### config.mk
export PLATFORM = sky130hd
export DESIGN_NAME = aq_iu_div_ctrl_flat
export DESIGN_NICKNAME = d
export VERILOG_FILES = /design/src/rtl/aq_iu_div_pkg.sv /design/src/rtl/aq_iu_div_if.sv /design/src/rtl/aq_iu_div_ff1.sv /design/src/rtl/aq_iu_div_ctrl.sv /design/src/flat_wrapper.sv
export SDC_FILE = /design/constraint.sdc
export NUM_CORES = 1
export LEC_CHECK = 0
export CAP_MARGIN = 20
export CORE_AREA = 2 2 234 236
export DETAILED_ROUTE_END_ITERATION = 16
export DIE_AREA = 0 0 236 238
export MAX_ROUTING_LAYER = met4
export PLACE_DENSITY_LB_ADDON = 0.2
export SLEW_MARGIN = 20
export SYNTH_ARGS = -nofsm -noshare
export SYNTH_HDL_FRONTEND = slang
export SYNTH_SLANG_ARGS = --single-unit
### constraint.sdc
create_clock -name div_clk -period 4.8 [get_ports div_clk]
set_clock_uncertainty 0.1 [all_clocks]
set_input_delay 0.96 -clock div_clk [delete_from_list [all_inputs] [get_ports div_clk]]
set_output_delay 0.96 -clock div_clk [all_outputs]
set_load 0.05 [all_outputs]
### src/rtl/aq_iu_div_pkg.sv
// aq_iu_div_pkg: shared types and helpers for the IU divider control.
// State encodings, func bit indices and operand helpers.
package aq_iu_div_pkg;

  localparam int XLEN = 64;

  typedef enum logic [2:0] {
    ST_IDLE  = 3'd0,
    ST_PREP0 = 3'd1,
    ST_PREP1 = 3'd2,
    ST_ALIGN = 3'd3,
    ST_ITER  = 3'd4,
    ST_DONE  = 3'd5
  } div_state_e;

  localparam int FN_SIGNED = 0;
  localparam int FN_REM    = 1;
  localparam int FN_WORD   = 2;

  localparam logic [XLEN-1:0] MIN64 =
    64'h8000_0000_0000_0000;
  // 32-bit minimum as it appears after sign extension
  localparam logic [XLEN-1:0] MIN32 =
    64'hFFFF_FFFF_8000_0000;

  function automatic logic [XLEN-1:0] op_ext(
    input logic [XLEN-1:0] src,
    input logic [2:0]      func
  );
    if (!func[FN_WORD]) return src;
    return {{32{func[FN_SIGNED] & src[31]}},
            src[31:0]};
  endfunction

  function automatic logic [XLEN-1:0] op_abs(
    input logic [XLEN-1:0] v,
    input logic            sgn
  );
    if (sgn && v[XLEN-1]) return ~v + 64'd1;
    return v;
  endfunction

endpackage

### src/rtl/aq_iu_div_if.sv
// aq_iu_div_if: EX request / writeback result bundle
// between the integer pipe and the divider.
interface aq_iu_div_if;
  import aq_iu_div_pkg::*;

  logic            ex_div_sel;
  logic [XLEN-1:0] ex_div_src0;
  logic [XLEN-1:0] ex_div_src1;
  logic [2:0]      ex_div_func;
  logic            rtu_iu_flush;
  logic            iu_div_result_ack;
  logic            div_iu_busy;
  logic            div_iu_result_vld;
  logic [XLEN-1:0] div_iu_result;

  modport master (
    output ex_div_sel,
    output ex_div_src0,
    output ex_div_src1,
    output ex_div_func,
    output rtu_iu_flush,
    output iu_div_result_ack,
    input  div_iu_busy,
    input  div_iu_result_vld,
    input  div_iu_result
  );

  modport slave (
    input  ex_div_sel,
    input  ex_div_src0,
    input  ex_div_src1,
    input  ex_div_func,
    input  rtu_iu_flush,
    input  iu_div_result_ack,
    output div_iu_busy,
    output div_iu_result_vld,
    output div_iu_result
  );

endinterface

### src/rtl/aq_iu_div_ff1.sv
// aq_iu_div_ff1: 64-bit leading-one detector.
// Returns the index of the MS set bit, 0 for a zero operand.
module aq_iu_div_ff1
  import aq_iu_div_pkg::*;
(
  input  logic [XLEN-1:0] op,
  output logic [5:0]      idx
);

  always_comb begin
    idx = '0;
    for (int i = 0; i < XLEN; i++) begin
      if (op[i]) idx = 6'(i);
    end
  end

endmodule

### src/rtl/aq_iu_div_ctrl.sv
// aq_iu_div_ctrl: divider control, operand pre/post-processing
// and writeback handshake in front of the 2-bit shift kernel.
module aq_iu_div_ctrl
  import aq_iu_div_pkg::*;
(
  input  logic            div_clk,
  input  logic            cpurst_b,
  aq_iu_div_if.slave      ex,
  input  logic            div_iter_cmplt,
  input  logic [XLEN-1:0] div_quotient_reg_updt,
  input  logic [XLEN-1:0] div_remainder_reg_updt,
  input  logic [XLEN-1:0] div_divisor_update_data,
  output logic            div_prepare_src0,
  output logic            div_prepare_src1,
  output logic            div_align,
  output logic            div_iterating,
  output logic [5:0]      div_ff1_res,
  output logic [XLEN-1:0] div_quotient_reg,
  output logic [XLEN-1:0] div_remainder_reg,
  output logic [XLEN-1:0] div_divisor_reg
);

  div_state_e      state;
  logic [2:0]      func_q;
  logic [XLEN-1:0] src0_q;
  logic [XLEN-1:0] src1_q;
  logic            dbz_q;
  logic            ovf_q;
  logic            fin_q;
  logic            vld_q;
  logic [XLEN-1:0] result_q;

  logic [XLEN-1:0] src0_x;
  logic [XLEN-1:0] src1_x;
  logic            dbz;
  logic            ovf;
  logic            sgn;
  logic [XLEN-1:0] abs0;
  logic [XLEN-1:0] abs1;
  logic [5:0]      ff1_idx;
  logic            neg_q;
  logic            neg_r;
  logic [XLEN-1:0] q_fin;
  logic [XLEN-1:0] r_fin;
  logic [XLEN-1:0] pick;
  logic [XLEN-1:0] final_res;

  assign div_prepare_src0 = (state == ST_PREP0);
  assign div_prepare_src1 = (state == ST_PREP1);
  assign div_align        = (state == ST_ALIGN);
  assign div_iterating    = (state == ST_ITER);

  assign ex.div_iu_busy       = (state != ST_IDLE);
  assign ex.div_iu_result_vld = vld_q;
  assign ex.div_iu_result     = result_q;

  always_comb begin
    src0_x = op_ext(ex.ex_div_src0, ex.ex_div_func);
    src1_x = op_ext(ex.ex_div_src1, ex.ex_div_func);
    dbz    = (src1_x == '0);
    ovf    = ex.ex_div_func[FN_SIGNED]
           && (src0_x == (ex.ex_div_func[FN_WORD]
                          ? MIN32 : MIN64))
           && (src1_x == '1);
  end

  assign sgn  = func_q[FN_SIGNED];
  assign abs0 = op_abs(src0_q, sgn);
  assign abs1 = op_abs(src1_q, sgn);

  aq_iu_div_ff1 u_ff1 (
    .op  (div_prepare_src1 ? abs1 : abs0),
    .idx (ff1_idx)
  );

  assign div_ff1_res =
    (div_prepare_src0 || div_prepare_src1)
      ? ff1_idx : 6'd0;

  always_comb begin
    neg_q = sgn && (src0_q[XLEN-1] ^ src1_q[XLEN-1]);
    neg_r = sgn && src0_q[XLEN-1];
    unique case (1'b1)
      dbz_q: begin
        q_fin = '1;
        r_fin = src0_q;
      end
      ovf_q: begin
        q_fin = src0_q;
        r_fin = '0;
      end
      default: begin
        q_fin = neg_q ? ~div_quotient_reg + 64'd1
                      : div_quotient_reg;
        r_fin = neg_r ? ~div_remainder_reg + 64'd1
                      : div_remainder_reg;
      end
    endcase
    pick      = func_q[FN_REM] ? r_fin : q_fin;
    final_res = func_q[FN_WORD]
              ? {{32{pick[31]}}, pick[31:0]}
              : pick;
  end

  always_ff @(posedge div_clk or negedge cpurst_b) begin
    if (!cpurst_b) begin
      state             <= ST_IDLE;
      func_q            <= '0;
      src0_q            <= '0;
      src1_q            <= '0;
      dbz_q             <= 1'b0;
      ovf_q             <= 1'b0;
      fin_q             <= 1'b0;
      vld_q             <= 1'b0;
      result_q          <= '0;
      div_quotient_reg  <= '0;
      div_remainder_reg <= '0;
      div_divisor_reg   <= '0;
    end else if (state != ST_IDLE && ex.rtu_iu_flush) begin
      state <= ST_IDLE;
      fin_q <= 1'b0;
      vld_q <= 1'b0;
    end else begin
      unique case (state)
        ST_IDLE: begin
          if (ex.ex_div_sel && !ex.rtu_iu_flush) begin
            func_q <= ex.ex_div_func;
            src0_q <= src0_x;
            src1_q <= src1_x;
            dbz_q  <= dbz;
            ovf_q  <= ovf;
            fin_q  <= dbz || ovf;
            state  <= (dbz || ovf) ? ST_DONE : ST_PREP0;
          end
        end
        ST_PREP0: begin
          div_remainder_reg <= abs0;
          state             <= ST_PREP1;
        end
        ST_PREP1: begin
          div_divisor_reg <= abs1;
          state           <= ST_ALIGN;
        end
        ST_ALIGN: begin
          div_divisor_reg  <= div_divisor_update_data;
          div_quotient_reg <= '0;
          state            <= ST_ITER;
        end
        ST_ITER: begin
          div_quotient_reg  <= div_quotient_reg_updt;
          div_remainder_reg <= div_remainder_reg_updt;
          div_divisor_reg   <= div_divisor_update_data;
          if (div_iter_cmplt) begin
            fin_q <= 1'b1;
            state <= ST_DONE;
          end
        end
        ST_DONE: begin
          if (fin_q) begin
            result_q <= final_res;
            vld_q    <= 1'b1;
            fin_q    <= 1'b0;
          end else if (vld_q && ex.iu_div_result_ack) begin
            vld_q <= 1'b0;
            state <= ST_IDLE;
          end
        end
        default: state <= ST_IDLE;
      endcase
    end
  end

endmodule
### src/flat_wrapper.sv
// flat-port wrapper written by rule: the top's interface ports become plain ports
module aq_iu_div_ctrl_flat import aq_iu_div_pkg::*;
  (div_clk, cpurst_b, div_iter_cmplt, div_quotient_reg_updt, div_remainder_reg_updt, div_divisor_update_data, div_prepare_src0, div_prepare_src1, div_align, div_iterating, div_ff1_res, div_quotient_reg, div_remainder_reg, div_divisor_reg, ex_ex_div_sel, ex_ex_div_src0, ex_ex_div_src1, ex_ex_div_func, ex_rtu_iu_flush, ex_iu_div_result_ack, ex_div_iu_busy, ex_div_iu_result_vld, ex_div_iu_result);
  aq_iu_div_if ex_i ();
  input  logic div_clk;
  input  logic cpurst_b;
  input  logic div_iter_cmplt;
  input  logic [XLEN-1:0] div_quotient_reg_updt;
  input  logic [XLEN-1:0] div_remainder_reg_updt;
  input  logic [XLEN-1:0] div_divisor_update_data;
  output logic div_prepare_src0;
  output logic div_prepare_src1;
  output logic div_align;
  output logic div_iterating;
  output logic [5:0] div_ff1_res;
  output logic [XLEN-1:0] div_quotient_reg;
  output logic [XLEN-1:0] div_remainder_reg;
  output logic [XLEN-1:0] div_divisor_reg;
  input wire logic [$bits(ex_i.ex_div_sel)-1:0] ex_ex_div_sel;
  input wire logic [$bits(ex_i.ex_div_src0)-1:0] ex_ex_div_src0;
  input wire logic [$bits(ex_i.ex_div_src1)-1:0] ex_ex_div_src1;
  input wire logic [$bits(ex_i.ex_div_func)-1:0] ex_ex_div_func;
  input wire logic [$bits(ex_i.rtu_iu_flush)-1:0] ex_rtu_iu_flush;
  input wire logic [$bits(ex_i.iu_div_result_ack)-1:0] ex_iu_div_result_ack;
  output wire logic [$bits(ex_i.div_iu_busy)-1:0] ex_div_iu_busy;
  output wire logic [$bits(ex_i.div_iu_result_vld)-1:0] ex_div_iu_result_vld;
  output wire logic [$bits(ex_i.div_iu_result)-1:0] ex_div_iu_result;
  assign ex_i.ex_div_sel = ex_ex_div_sel;
  assign ex_i.ex_div_src0 = ex_ex_div_src0;
  assign ex_i.ex_div_src1 = ex_ex_div_src1;
  assign ex_i.ex_div_func = ex_ex_div_func;
  assign ex_i.rtu_iu_flush = ex_rtu_iu_flush;
  assign ex_i.iu_div_result_ack = ex_iu_div_result_ack;
  assign ex_div_iu_busy = ex_i.div_iu_busy;
  assign ex_div_iu_result_vld = ex_i.div_iu_result_vld;
  assign ex_div_iu_result = ex_i.div_iu_result;
  aq_iu_div_ctrl u_core (.div_clk(div_clk), .cpurst_b(cpurst_b), .ex(ex_i), .div_iter_cmplt(div_iter_cmplt), .div_quotient_reg_updt(div_quotient_reg_updt), .div_remainder_reg_updt(div_remainder_reg_updt), .div_divisor_update_data(div_divisor_update_data), .div_prepare_src0(div_prepare_src0), .div_prepare_src1(div_prepare_src1), .div_align(div_align), .div_iterating(div_iterating), .div_ff1_res(div_ff1_res), .div_quotient_reg(div_quotient_reg), .div_remainder_reg(div_remainder_reg), .div_divisor_reg(div_divisor_reg));
endmodule
Word-level counts from Yosys, hierarchy flattened
Cells that the tools add are included.

storage, ports and cells
  flip-flop bits (word level) = 394
  input port bits = 329
  output and inout bits = 268
  logic and storage cells = 162

operators by class
  add/subtract/negate cells = 4
  equality and inequality tests = 11
  multiplexer cells = 98
  bitwise operators = 8
  reductions and logical operators = 29

operators with widths
  cell                     count
  $mux W64                 11
  $pmux W64 S2             5
  $mux W6                  63
  $add A64 B1 Y64 const B  4
  $not A64 Y64             4
  $eq A64 B64 Y1           1
  $eq A64 B64 Y1 const B   1
  $logic_not A64 Y1        1
  $mux W63                 1
  $mux W3                  6
  $pmux W3 S6              1
  $mux W1                  10
  $reduce_and A3 Y1        3
  $logic_and A1 B1 Y1      8
  $reduce_and A2 Y1        4
  $reduce_bool A2 Y1       4
  $eq A3 B2 Y1 const B     2
  $eq A3 B3 Y1 const B     2
  $ne A3 B1 Y1 const B     2
  $reduce_bool A3 Y1       2
  $reduce_and A4 Y1        1
  $reduce_bool A4 Y1       1
  $eq A3 B1 Y1 const B     1
  $logic_not A3 Y1         1
  9 further kinds          11

Depth between registers and ports, before layout
  word-level depth = 69
  depth in mapped cells = 13
  gate-level depth less buffers = 12

Cells and area by module
A second synthesis with hierarchy kept.

second synthesis, totals
  cells, all modules = 3225
  area, all modules = 26006.2 um^2

modules (own cells, without submodules)
  module          times used  cells each  area an instance (um^2)  seq. area each (um^2)
  aq_iu_div_ctrl  1           3088        25216.7                  9859.5
  aq_iu_div_ff1   1           137         789.5                    0.0

Worst setup path before layout
No wires, ideal clock.

  path kind = register -> output
  from = register u_core.state[0]
  to = output port div_ff1_res[1]
  arrival = 4.247 ns
  data required time = 3.740 ns
  slack = -0.507 ns
  stages on the path, launching flop included = 13
  path buffers = 4
  path through = dfrtp_1 > or3b_2 > clkbuf_1 > clkinv_1 > clkbuf_1 > buf_2 > buf_1 > nand2_1 > a21oi_1 > nor2_1 > a2111oi_0 > a21oi_1 > o31ai_1

between the ends
  word-level cells in the longest chain between the ends = 65
  elaborated cells between the ends (all ways) = 67
  those cells by class = 2 x eq/ne; 64 x mux; 1 x reduce/logical

RTL lines
  what                    RTL line               text
  start, declared         aq_iu_div_ctrl.sv:23   div_state_e state;
  start signal, assigned  aq_iu_div_ctrl.sv:133  state <= (dbz || ovf) ? ST_DONE : ST_PREP0;
  $eq A3 B2 Y1 *          aq_iu_div_ctrl.sv:49   assign div_prepare_src1 = (state == ST_PREP1);
  net div_prepare_src1    flat_wrapper.sv:12     output logic div_prepare_src1;
  $mux W64                aq_iu_div_ctrl.sv:72   .op (div_prepare_src1 ? abs1 : abs0),
  $mux W6 (62 in a row)   aq_iu_div_ff1.sv:13    if (op[i]) idx = 6'(i);
  $mux W6 *               aq_iu_div_ctrl.sv:78   ? ff1_idx : 6'd0;
  end, declared           flat_wrapper.sv:15     output logic [5:0] div_ff1_res;

Mark *: on every way through the listed nets, which the timed path passes. The rest lies on a longest branch.

Worst setup path after layout
  from = register u_core.src0_q[51]
  to = output port div_ff1_res[0]

between the ends
  word-level cells in the longest chain between the ends = 19

RTL lines
  what                    RTL line               text
  start, declared         aq_iu_div_ctrl.sv:25   logic [XLEN-1:0] src0_q;
  start signal, assigned  aq_iu_div_ctrl.sv:128  src0_q <= src0_x;
  $not A64 Y64            aq_iu_div_pkg.sv:39    if (sgn && v[XLEN-1]) return ~v + 64'd1;
  $add A64 B1 Y64         aq_iu_div_pkg.sv:39
  $mux W64                aq_iu_div_pkg.sv:39
  $mux W64 *              aq_iu_div_pkg.sv:40    return v;
  $mux W64 *              aq_iu_div_ctrl.sv:72
  $mux W6 (12 in a row)   aq_iu_div_ff1.sv:13
  $mux W6 *               aq_iu_div_ff1.sv:13
  $mux W6 *               aq_iu_div_ctrl.sv:78

Mark *: on every way between the ends. The rest lies on a longest branch, timed or not. The select of a mux whose other input is x is not followed.

==> results.cfg <==
[status]
status = complete, but fails checks
violations = negative setup slack

[timing]
setup-violations-final = 6
finalCriticalPeriod_ps = 5290
timing.final.ws_setup_ps = -494
fin_crit_sh = 1.10
finalHoldViolations = 0
timing.setup.tns_ps = -2580
slew_viol_final = 0
grt_setup_unrepaired = yes
tightest_slew_ps = 1060
timing.slew.headroom = 0.291
fmax_mhz = 189

[final_layout]
layout-drive-gt1-share = 0.165
multiInputGateArea_um2 = 15600
seqCellArea_um2 = 9860
fin_util = 0.691
syn_to_final_growth_pct = 41.4
final_area_um2 = 37000
instances_no_fill = 4616
nets = 4220
final_cell_mix = 588 x clkdlybuf4s50_1, 391 x dfrtp_1, 354 x buf_4
fillers = 4116
final_common_cell = clkdlybuf4s50_1

[clocking]
clk_latency_ps = 600
cts_inserted_buffers = 45
clkTransAtPathRegs_ps = 60
clock_path_buffers = 3
cts_hold_buf = 0
clock_sinks = 394
htreeDepth = 2
cts_tree = yes
cts-root-buf = clkbuf_16

[power]
worst_ir_drop_vdd_uv = 682
clockPowerShare = 0.113
seq_power_share = 0.215
intPower_mw = 15.2
power.switching_mw = 16.9
power_leakage_nw = 15.1
p_comb_frac = 0.672
power_density_nw_per_um2 = 867
power_switching_share = 0.526

[logic_synthesis]
synthCells = 3121
ys_ff_latch = 394
synth_fp_nets = 3454
synth_edf_count = 0
synth_cell_types = 96
async_flop_share = 1.00
yosysWarnings = 0
seq_area_frac_synth = 0.377
synth-main-ff-cell = dfrtp_1
synth_area_per_cell_um2 = 8.38
syn-cell-area_um2 = 26100

[setup_path]
crit_top_cell = nor3_1
critPathRequiredTime_ps = 3740
cpMaxStageDelayCell = dfrtp_1
crit_chain = nor3_1, nand4b_1, nor3_1, a41oi_1, xnor2_1, mux2_2, a221oi_1, o21ai_0, o41a_1, o31ai_4, buf_12
critPathTopFamily = compound AO/OA/AOI/OAI gates
cp.arrival_ps = 4230
crit_fanout = 5
crit_type = register to output pin
critPathMaxStageDelay_ps = 500
crit_buf_inv = 1
start_kind = register
endpoint_kind = output pin

[floorplanning]
ioPinCount = 597
coreArea_um2 = 53500
die_height_um = 238
fp.dieArea_um2 = 56200
start_util = 0.489
die_w_um = 236
fp-row-count = 85

[job]
cap_violations = 0

[global_route]
grt_pass1_wl_mm = 186
grt-ovfl-total = 0
grt_max_degree = 102
grtUsageTotal = 0.449
antenna_found_initial = 4
grt_pass1_vias = 29300

[place]
gp_congestion = 1.07
dpl.hpwl_mm = 97.5
port_buffers = 596
dpl_cell_area_um2 = 34800
pre_cts_ws_ps = -51.9
post-place-cells = 4500

[drt]
viasPerCell = 6.52
firstDrtPassIters = 7
routed_wl_mm = 126
num_vias = 30100
antenna_left = 0
drtIter0Drc = 3690
avgRoutedWirePerCell_um = 27.4
drc_errors = 0

[min_path]
hold_path.class = input port to async pin
## synthesized netlist by cell type, drive strengths merged (13+ instances only)
| master | instances | share of area |
|---|---|---|
| o22ai | 34 | 0.0081 |
| a41oi | 13 | 0.0044 |
| o41ai | 29 | 0.011 |
| dfrtp | 394 | 0.38 |
| a211oi | 16 | 0.0046 |
| mux2 | 72 | 0.031 |
| nand2 | 350 | 0.050 |
| a21oi | 296 | 0.057 |
| nand2b | 24 | 0.0060 |
| o211ai | 13 | 0.0037 |
| nor3 | 87 | 0.017 |
| mux2i | 49 | 0.019 |
| nor2 | 263 | 0.039 |
| nor4 | 88 | 0.027 |
| o31ai | 57 | 0.018 |
| and2 | 13 | 0.0031 |
| clkbuf | 208 | 0.030 |
| nand4 | 34 | 0.0087 |
| xor2 | 105 | 0.035 |
| or4 | 28 | 0.0082 |
| buf | 37 | 0.0073 |
| a221oi | 38 | 0.013 |
| o21ai | 325 | 0.062 |
| nand3 | 50 | 0.010 |
| and3 | 22 | 0.0053 |
| inv | 32 | 0.0046 |
| or3 | 25 | 0.0060 |
| a22o | 64 | 0.021 |
| a31oi | 54 | 0.013 |
| xnor2 | 142 | 0.048 |
| nor2b | 14 | 0.0034 |
## path summary, 6_finish.rpt
| path | slack, ps | start | cells past startpoint | end |
|---|---|---|---|---|
| max in group asynchronous | 3280 | cpurst_b | 2 | u_core.src0_q[8] |
| setup / recovery | -490 | u_core.src0_q[51] | 11 | div_ff1_res[0] |
| hold reg to reg | 380 | u_core.ex.div_iu_result[3] | 2 | u_core.ex.div_iu_result[3] |
| hold / removal | 320 | cpurst_b | 1 | u_core.div_quotient_reg[56] |
| min in group div_clk | 380 | u_core.ex.div_iu_result[3] | 2 | u_core.ex.div_iu_result[3] |
| setup reg to reg | 310 | u_core.div_quotient_reg[11] | 10 | u_core.ex.div_iu_result[41] |
## layout make-up
class / count / area share
inverters: 36 / 0.00366
flip-flops and latches: 394 / 0.267
clock inverters: 14 / 0.00565
multi-input cells: 2446 / 0.423
diodes: 3 / 0.000203
well taps: 696 / 0.0236
clock buffers: 63 / 0.0350
repair buffers: 964 / 0.242
## power by group through the flow
stage | logic [mW] | registers [mW] | clock network [mW]
after floorplan | 9.08 | 9.22 | 0
after global placement | 20.1 | 6.63 | 0
after detailed placement | 20.4 | 6.74 | 0
after CTS | 20.9 | 6.73 | 3.63
after global routing | 22.6 | 6.96 | 3.76
final | 21.5 | 6.88 | 3.62
## cell families after synthesis
kind of cell	count (synthesis)	share of synthesized area
buffers and inverters	281	0.0423
adder cells (fa/ha/maj)	4	0.00191
XOR/XNOR	247	0.0833
multiplexers	121	0.0498
AND/OR/NAND/NOR	1037	0.197
AO/OA/AOI/OAI	1037	0.249
flip-flops	394	0.377
## per-stage QoR
step                      power (mW)  hold WS, ps
after floorplan                 18.3          378
final                           32.0          317
after global placement          26.8          364
after CTS                       31.3          358
after detailed placement        27.1          369
after global routing            33.3          392
## repair_timing
item,CTS,global route
gates resized for setup,51,33
pin swaps,27,10
buffers inserted,32,5
endpoints found under the setup margin,6,6
gates cloned,0,0
## routing by layer
metal | share of wire | vias to the layer above | global-route usage
met5 | 0 | - | -
met4 | 0.072 | 0 | 0.280
met3 | 0.10 | 465 | 0.0910
met2 | 0.46 | 2133 | 0.694
met1 | 0.37 | 14500 | 0.542
li1 | - | 13000 | -
No activity file was read; power rests on OpenSTA's default activity.
